--- config.mk ---
export PLATFORM = sky130hd
export DESIGN_NAME = serial_word_loader
export DESIGN_NICKNAME = d
export VERILOG_FILES = /design/src/rtl/serial_word_loader_pkg.sv /design/src/rtl/serial_word_loader_pin_sync.sv /design/src/rtl/serial_word_loader.sv
export SDC_FILE = /design/constraint.sdc
export NUM_CORES = 1
export LEC_CHECK = 0
export ABC_CLOCK_PERIOD_IN_PS = 3000
export BUFFER_PORTS_ARGS = -buffer_cell sky130_fd_sc_hd__buf_2
export CORE_MARGIN = 2
export CORE_UTILIZATION = 45
export CTS_CLUSTER_SIZE = 30
export DETAILED_ROUTE_END_ITERATION = 7
export PLACE_DENSITY = 0.72
export REMOVE_ABC_BUFFERS = 1
export SLEW_MARGIN = 20
export SYNTH_ARGS = -nofsm -noshare
export SYNTH_HDL_FRONTEND = slang
export SYNTH_HIERARCHICAL = 1
export SYNTH_SLANG_ARGS = --single-unit
--- constraint.sdc ---
create_clock -name clock -period 3 [get_ports clock]
set_input_delay 0.3 -clock clock [delete_from_list [all_inputs] [get_ports clock]]
set_output_delay 0.3 -clock clock [all_outputs]
set_load 0.1 [all_outputs]
--- src/rtl/serial_word_loader_pkg.sv ---
// Shared definitions for the serial boot loader: FSM state encoding and default parameters,
// reused by the loader, its bench and the board wrapper.
package serial_word_loader_pkg;

   typedef enum logic [2:0] {
      ST_IDLE,
      ST_LEN,
      ST_DATA,
      ST_CSUM,
      ST_DONE,
      ST_ERROR
   } loader_state_t;

   localparam int DEF_WORD_W      = 32;
   localparam int DEF_ADDR_W      = 12;
   localparam int DEF_SYNC_STAGES = 2;
   localparam int DEF_TIMEOUT_CYC = 100000;
   localparam int DEF_CHECKSUM_EN = 1;
   localparam int DEF_MSB_FIRST   = 1;

   function automatic logic in_frame(input loader_state_t s);
      return (s == ST_LEN) || (s == ST_DATA) || (s == ST_CSUM);
   endfunction

endpackage

--- src/rtl/serial_word_loader_pin_sync.sv ---
// N-stage synchroniser for an asynchronous boot pin, with a rising-edge pulse on the
// synchronised level (one core cycle wide).
module pin_sync_edge #(
   parameter int STAGES = 2
) (
   input  logic clock,
   input  logic reset,
   input  logic pin,
   output logic level,
   output logic rise
);

   logic [STAGES-1:0] sync_q;
   logic              prev_q;

   always_ff @(posedge clock) begin
      if (reset) begin
         sync_q <= '0;
         prev_q <= 1'b0;
      end else begin
         sync_q <= {sync_q[STAGES-2:0], pin};
         prev_q <= sync_q[STAGES-1];
      end
   end

   assign level = sync_q[STAGES-1];
   assign rise  = level & ~prev_q;

endmodule

--- src/rtl/serial_word_loader.sv ---
// Serial boot loader: assembles length-framed words from the host bit clock/data pins and
// writes the payload to instruction memory at incrementing addresses, with checksum and timeout.
module serial_word_loader
   import serial_word_loader_pkg::*;
#(
   parameter int WORD_W      = DEF_WORD_W,
   parameter int ADDR_W      = DEF_ADDR_W,
   parameter int SYNC_STAGES = DEF_SYNC_STAGES,
   parameter int TIMEOUT_CYC = DEF_TIMEOUT_CYC,
   parameter int CHECKSUM_EN = DEF_CHECKSUM_EN,
   parameter int MSB_FIRST   = DEF_MSB_FIRST
) (
   input  logic              clock,
   input  logic              reset,
   input  logic              arm,
   input  logic              ser_clk,
   input  logic              ser_data,
   output logic              ready,
   output logic              busy,
   output logic              wr_en,
   output logic [ADDR_W-1:0] wr_addr,
   output logic [WORD_W-1:0] wr_data,
   output logic [ADDR_W:0]   words_done,
   output logic              done,
   output logic              error
);

   localparam int CNT_W = $clog2(WORD_W) + 1;
   localparam int TMO_W = $clog2(TIMEOUT_CYC + 1);
   localparam logic [CNT_W-1:0]  LAST_BIT = CNT_W'(WORD_W - 1);
   localparam logic [TMO_W-1:0]  TMO_LAST = TMO_W'(TIMEOUT_CYC - 1);
   localparam logic [WORD_W:0]   MAX_LEN  = {{WORD_W{1'b0}}, 1'b1} << ADDR_W;

   loader_state_t     state, state_next;
   logic [CNT_W-1:0]  bit_cnt;
   logic [WORD_W-1:0] shift_reg, new_word, sum;
   logic [TMO_W-1:0]  tmo_cnt;
   logic [ADDR_W:0]   len_target, words_inc;
   logic              clk_rise, clk_lvl, data_lvl, data_rise;
   logic              accept, word_done, tmo_hit, last_word;
   logic              unused_sync_outputs;

   pin_sync_edge #(.STAGES(SYNC_STAGES)) u_clk_sync (
      .clock (clock),
      .reset (reset),
      .pin   (ser_clk),
      .level (clk_lvl),
      .rise  (clk_rise)
   );

   pin_sync_edge #(.STAGES(SYNC_STAGES)) u_data_sync (
      .clock (clock),
      .reset (reset),
      .pin   (ser_data),
      .level (data_lvl),
      .rise  (data_rise)
   );

   // Only the clock edge and the data level matter; the other two taps are intentionally dropped.
   assign unused_sync_outputs = &{1'b0, clk_lvl, data_rise};

   always_comb begin
      new_word   = (MSB_FIRST != 0) ? {shift_reg[WORD_W-2:0], data_lvl}
                                    : {data_lvl, shift_reg[WORD_W-1:1]};
      accept     = arm && clk_rise && ((state == ST_IDLE) || in_frame(state));
      word_done  = accept && (bit_cnt == LAST_BIT);
      words_inc  = words_done + 1'b1;
      last_word  = (words_inc == len_target);
      tmo_hit    = in_frame(state) && !clk_rise && (tmo_cnt == TMO_LAST);
      state_next = state;
      case (state)
         ST_IDLE: if (accept) state_next = ST_LEN;
         ST_LEN: begin
            if (word_done) begin
               if ({1'b0, new_word} > MAX_LEN)
                  state_next = ST_ERROR;
               else if (new_word == '0)
                  state_next = (CHECKSUM_EN != 0) ? ST_CSUM : ST_DONE;
               else
                  state_next = ST_DATA;
            end
         end
         ST_DATA: begin
            if (word_done && last_word)
               state_next = (CHECKSUM_EN != 0) ? ST_CSUM : ST_DONE;
         end
         ST_CSUM: if (word_done) state_next = (new_word == sum) ? ST_DONE : ST_ERROR;
         default: state_next = state;
      endcase
      if (tmo_hit)
         state_next = ST_ERROR;
   end

   // Dropping arm abandons the frame outright: partial words and status are discarded.
   always_ff @(posedge clock) begin
      if (reset || !arm) begin
         state      <= ST_IDLE;
         bit_cnt    <= '0;
         shift_reg  <= '0;
         sum        <= '0;
         tmo_cnt    <= '0;
         len_target <= '0;
         words_done <= '0;
         wr_en      <= 1'b0;
         wr_addr    <= '0;
         wr_data    <= '0;
      end else begin
         state <= state_next;
         wr_en <= 1'b0;
         if (accept) begin
            shift_reg <= new_word;
            bit_cnt   <= word_done ? '0 : bit_cnt + 1'b1;
         end
         tmo_cnt <= (in_frame(state) && !clk_rise) ? tmo_cnt + 1'b1 : '0;
         if (state == ST_IDLE && accept) begin
            words_done <= '0;
            sum        <= '0;
         end
         if (state == ST_LEN && word_done)
            len_target <= new_word[ADDR_W:0];
         if (state == ST_DATA && word_done) begin
            wr_en      <= 1'b1;
            wr_addr    <= words_done[ADDR_W-1:0];
            wr_data    <= new_word;
            sum        <= sum + new_word;
            words_done <= words_inc;
         end
      end
   end

   assign ready = (state == ST_IDLE) && arm && !reset;
   assign busy  = in_frame(state);
   assign done  = (state == ST_DONE);
   assign error = (state == ST_ERROR);

endmodule
==> run_results.csv, run 1 <==
group,metric,value,unit
status,outcome,"complete, no violations",
detailed_routing,met1Wirelength,9.37,mm
global_route,antenna_found_initial,0,
cts,cts_tree,"yes",
detailed_routing,wl_met3,1.06,mm
sta,setup_violations,0,
die,ioPinCount,67,
cells_and_area,final_core_util,52.4,%
cells_and_area,finalNetCount,1120,
cts,clock-sinks,165,
place,numPlacedInstances,1290,
cts,insertion_delay,0.44,ns
detailed_routing,route.detailed.drc,0,
synthesis,netlist_area,8190,sq um
cts,cts_hold_repair.buffers,0,
worst_setup_path,criticalPathCategory,"reg2reg",
worst_setup_path,rr_startpoint,"u_data_sync/sync_q[1]$_SDFF_PP0_",
power_and_ir_drop,p_per_area,466,nW/um^2
cts,clock_path_buffers,2,
power_and_ir_drop,ir_drop,0.385,mV
cells_and_area,syn_to_final_growth,14.5,%
worst_setup_path,cp-start-kind,"flop",
synthesis,syn_avg_cell_area,7.97,sq um
min_path,worstHoldStart,"ser_clk",
worst_setup_path,ff2ff_setup_slack,0.15,ns
sta,whs,0.0636,ns
global_route,grt_max_degree,62,
die,dieArea,19300,sq um
global_route,grt_usage,21.2,%
cts,cts_root_buf,"clkbuf_16",
sta,fmax,351,MHz
global_route,first_global_vias,6953,
detailed_routing,wl_met2,9.25,mm
detailed_routing,postRouteAntennaNets,0,
min_path,hp-class,"in2reg",
sta,min_period,2.85,ns
detailed_routing,drt-wirelength-per-cell,15.2,um
worst_setup_path,critPathLaunch,"u_data_sync/sync_q[1]$_SDFF_PP0_",
cts,cts_buffers,17,
worst_setup_path,end_kind,"flop",
detailed_routing,drtIter0Drc,609,
sta,grt_setup_unrepaired,"no",
die,core,17900,sq um
cells_and_area,layout-drive-gt1-share,13.3,%
cts,htreeDepth,4,
detailed_routing,top_layer_used,"met4",
sta,drv_slew,0,
cells_and_area,final_cells,1322,
place,dp_hpwl,14.0,mm
detailed_routing,vias,7296,
global_route,grt_first_pass_wirelength,34.1,mm
worst_setup_path,cp_max_fo,5,
sta,hold_viol,0,
detailed_routing,wl,20.0,mm
place,gp_congestion,0.854,
sta,skew,0.00843,ns
sta,finalCritPeriodShare,95.0,%
die,die_w,139,um
flow_run,cap_violations,0,
die,start_util,45.7,%
cts,path_clk_slew,0.07,ns
die,fp.dieH,139,um
cells_and_area,antenna_cells,0,
cells_and_area,n_fill_cell,1699,
sta,worstMarginPinSlew,0.726,ns
die,rows,49,
global_route,grt_overflow,0,
power_and_ir_drop,power.leakage,3.74,nW
worst_setup_path,critPathArrivalTime,3.21,ns
worst_setup_path,required,3.36,ns
place,io_buffers,66,
detailed_routing,first_pass_iters,5,
synthesis,synth_cells,1027,
synthesis,yosysWarningCount,6,
detailed_routing,vias_per_cell,5.52,
sta,slew_headroom,51.4,%
[layout make-up]
cell class / count / area (sq um) / area share, %
inverter: 6 / 23.8 / 0.253
timing repair buffer: 94 / 541 / 5.76
multi-input combinational: 796 / 4670 / 49.7
clock buffer: 17 / 425 / 4.54
tap: 229 / 287 / 3.05
clock inverter: 15 / 134 / 1.43
sequential: 165 / 3300 / 35.2
[power breakdown]
part	leakage (nW)	switching (mW)	internal (mW)
sequential	1.33	0.00204	2.19
clock	0.269	0.995	1.09
combinational	2.15	0.0696	0.0188
[path summary, 6_finish.rpt]
check / to / depth (start not counted)
setup / recovery: sum[24]$_SDFFE_PP0P_ / 10
hold / removal: u_clk_sync/sync_q[0]$_SDFF_PP0_ / 2
setup reg to reg: sum[24]$_SDFFE_PP0P_ / 10
hold reg to reg: u_clk_sync/sync_q[1]$_SDFF_PP0_ / 1
[through the flow]
step	area [sq um]	power (mW)	TNS (ns)	setup WS [ns]
finish	9380	4.37	0	0.151
global route	9380	4.50	0	0.0338
CTS	9370	4.41	0	0.156
detailed placement	8810	2.33	0	0.181
global placement	8810	2.33	0	0.282
floorplan	7950	2.30	-139.51	-2.78
[cell usage in the layout, fill, tap and decap left out, drive strengths merged, types with 11 or more instances in the layout]
cell type	instances
a211oi	11
a21o	22
a21oi	129
a22oi	11
buf	94
clkbuf	17
dfxtp	165
ha	34
inv	15
nand2	239
nand3	16
nand4	17
nor2	66
nor2b	14
nor3	15
nor4	18
o21ai	37
xnor2	26
xor2	36
[repair_timing]
item,CTS,global route
resized for setup,0,1
buffers inserted,0,0
setup endpoints to repair,0,1
[worst max-delay path: stages (launching register included)]
cell	delay (ns)
dfxtp_1	0.39
ha_1	0.23
fa_1	0.28
a211oi_2	0.11
nor4_1	0.35
nor2_1	0.14
a31oi_1	0.31
a2bb2oi_1	0.46
a31oi_1	0.17
xor2_1	0.16
o21ai_0	0.16
[layer usage]
metal	track usage [%]	up-vias
li1	-	3686
met1	28.6	3410
met2	34.2	172
met3	4.59	28
met4	6.80	0
met5	0	-
Power figures use the tool's default switching activity.
==> run 2, diff against run 1 <==
Settings changed: CORE_UTILIZATION 45 to 35, PLACE_DENSITY 0.72 to 0.6.
==> run 2 against run 1 <==
Sequential share of layout area decreased by 0.72 points. First-iteration DRC count decreased by 25%. Count of clock-buffer cells in the layout increased by 1. Combinational power about the same. Final cell count increased by 6.5%. Flip-flop and latch count unchanged. Die area increased by 28%. Setup slack got worse by 0.0076 ns. Clock power increased by 12%. Global-route usage decreased by 3.7 points. Critical endpoint is now sum[29]$_SDFFE_PP0P_.
==> run_results.csv, run 2 (synthesis gave the netlist of run 1 again) <==
group,metric,value,unit
sta,fmax,350,MHz
min_path,whs_path_depth,2,
worst_setup_path,end_kind,"flop",
detailed_routing,vias_per_cell,5.16,
global_route,grt_max_degree,84,
detailed_routing,vias,7272,
power_and_ir_drop,p_per_area,483,nW/um^2
cts,cts_tree,"yes",
sta,grt_setup_unrepaired,"no",
worst_setup_path,ff2ff_setup_slack,0.14,ns
cts,post-cts-setup-buffer-count,0,
power_and_ir_drop,pwr-share-clk,50.6,%
power_and_ir_drop,power.leakage,3.79,nW
place,numPlacedInstances,1376,
worst_setup_path,rr_startpoint,"shift_reg[0]$_SDFFE_PP0P_",
worst_setup_path,reg2reg_to,"sum[29]$_SDFFE_PP0P_",
power_and_ir_drop,ir_drop,0.338,mV
detailed_routing,wl,21.0,mm
die,rows,55,
sta,slew_headroom,39.4,%
die,dieArea,24600,sq um
cells_and_area,finalNetCount,1122,
cts,cts_hold_repair.buffers,0,
power_and_ir_drop,internal_power,3.57,mW
sta,min_period,2.86,ns
power_and_ir_drop,p_sw,1.06,mW
min_path,hp-class,"in2reg",
worst_setup_path,cp-start-kind,"flop",
power_and_ir_drop,p_comb_share,1.9,%
global_route,grt_use_met3,3.33,%
status,outcome,"complete, no violations",
die,start_util,36.0,%
worst_setup_path,criticalPathCategory,"reg2reg",
global_route,grt_usage,17.5,%
detailed_routing,drtIter0Drc,455,
cts,cts_resized,0,
cts,clock-sinks,165,
detailed_routing,postRouteAntennaNets,0,
worst_setup_path,reg2regPathDepth,9,
sta,drv_slew,0,
global_route,grt_first_pass_wirelength,34.6,mm
min_path,whs_endpoint,"u_clk_sync/sync_q[0]$_SDFF_PP0_",
sta,setup_tns,0,ns
worst_setup_path,required,3.32,ns
flow_run,cap_violations,0,
worst_setup_path,path_buf_inv,0,
cells_and_area,layout-drive-gt1-share,13.5,%
place,gp_congestion,0.865,
sta,worstMarginPinSlew,0.910,ns
sta,skew,0.00789,ns
cts,cts_root_buf,"clkbuf_16",
min_path,worstHoldStart,"ser_clk",
worst_setup_path,crit_slowest_cell,"dfxtp_1",
cells_and_area,mostFrequentLayoutCells,"nand2_1 (237), dfxtp_1 (165), a21oi_1 (129)",
cells_and_area,syn_to_final_growth,16.9,%
cts,cts_buffers,17,
cells_and_area,final_common_cell,"nand2_1",
sta,finalCritPeriodShare,95.2,%
power_and_ir_drop,netSwitchingFraction,22.9,%
cells_and_area,final_cells,1408,
global_route,antenna_found_initial,0,
detailed_routing,drt-wirelength-per-cell,14.9,um
die,fp.dieH,157,um
sta,layout_setup_ws,0.144,ns
worst_setup_path,cp_max_fo,7,
global_route,globalRoute.busiestLayer,"met2",
sta,whs,0.0821,ns
place,dp_hpwl,14.5,mm
place,io_buffers,66,
sta,setup_violations,0,
cells_and_area,n_fill_cell,2344,
worst_setup_path,critPathArrivalTime,3.18,ns
place,pre_cts_ws,0.163,ns
power_and_ir_drop,seq_power_share,47.5,%
cts,htreeDepth,4,
worst_setup_path,path_delay_family,"compound AO/OA/AOI/OAI gates",
detailed_routing,route.detailed.drc,0,
cts,path_clk_slew,0.07,ns
cts,clock_path_buffers,2,
detailed_routing,first_pass_iters,5,
worst_setup_path,crit_chain,"ha_1 -> a211oi_1 -> o21ai_1 -> o2111ai_1 -> a21oi_1 -> a41oi_4 -> o21bai_2 -> a211o_1 -> a32o_1",
die,die_w,157,um
global_route,grt.met2_usage,27.0,%
die,ioPinCount,67,
cells_and_area,antenna_cells,0,
worst_setup_path,critPathMaxStageDelay,0.49,ns
die,core,22800,sq um
global_route,first_global_vias,6631,
cts,insertion_delay,0.43,ns
global_route,met1_usage,25.2,%
global_route,grt_overflow,0,
sta,hold_viol,0,
## run 2: cell count changes in the layout (fill, tap and decap cells not counted), sizes merged
cell,previous run,this run
inv,15,11
clkinvlp,3,0
bufinv,0,3
clkbuf,17,18
clkinv,3,6
buf,94,96
## run 2: routing by layer
layer	part of all wire (%)	wire (um)
met5	0	0
met4	1.1	225
met3	4.4	918
met2	44	9290
met1	50	10600
## run 2: worst max path at each step
stage | slack, ns | endpoint | cells after the start | from
6_report | 0.14 | sum[29]$_SDFFE_PP0P_ | 9 | shift_reg[0]$_SDFFE_PP0P_
5_1_grt | 0.005 | sum[30]$_SDFFE_PP0P_ | 10 | u_data_sync/sync_q[1]$_SDFF_PP0_
4_1_cts | 0.15 | sum[30]$_SDFFE_PP0P_ | 10 | u_data_sync/sync_q[1]$_SDFF_PP0_
3_5_place_dp | 0.16 | sum[30]$_SDFFE_PP0P_ | 10 | u_data_sync/sync_q[1]$_SDFF_PP0_
3_3_place_gp | 0.30 | sum[30]$_SDFFE_PP0P_ | 10 | u_data_sync/sync_q[1]$_SDFF_PP0_
2_1_floorplan | -2.78 | sum[31]$_SDFFE_PP0P_ | 9 | u_clk_sync/sync_q[1]$_SDFF_PP0_
## run 2: power groups by stage
| stage | logic, mW | registers, mW | clock network (mW) |
|---|---|---|---|
| after detailed placement | 0.0877 | 2.25 | 0 |
| after floorplan | 0.0500 | 2.25 | 0 |
| final | 0.0885 | 2.20 | 2.34 |
| after global routing | 0.0961 | 2.20 | 2.48 |
| after CTS | 0.0878 | 2.20 | 2.39 |
| after global placement | 0.0879 | 2.25 | 0 |
## run 2: stage by stage
stage	area [sq um]	utilization, %	total power [mW]
2_1_floorplan	7950	-	2.30
3_3_place_gp	8930	39.2	2.33
3_5_place_dp	8930	39.2	2.33
4_1_cts	9560	41.9	4.68
5_1_grt	9570	42.0	4.77
6_report	9570	42.0	4.63
## run 2: cell type report
| class | instances | area [sq um] | area share, % |
|---|---|---|---|
| clock buffers | 18 | 439 | 4.59 |
| clock inverters | 14 | 189 | 1.97 |
| inverters | 6 | 23.8 | 0.248 |
| multi-input cells | 796 | 4670 | 48.8 |
| flip-flops and latches | 165 | 3300 | 34.5 |
| well taps | 313 | 392 | 4.09 |
| repair buffers | 96 | 556 | 5.80 |
## run 2: worst reg2reg max path, cell delays in order, from the launching register on
cell       delay [ns]
dfxtp_1          0.49
ha_1             0.31
a211oi_1         0.25
o21ai_1          0.17
o2111ai_1        0.37
a21oi_1          0.22
a41oi_4          0.34
o21bai_2         0.08
a211o_1          0.29
a32o_1           0.25
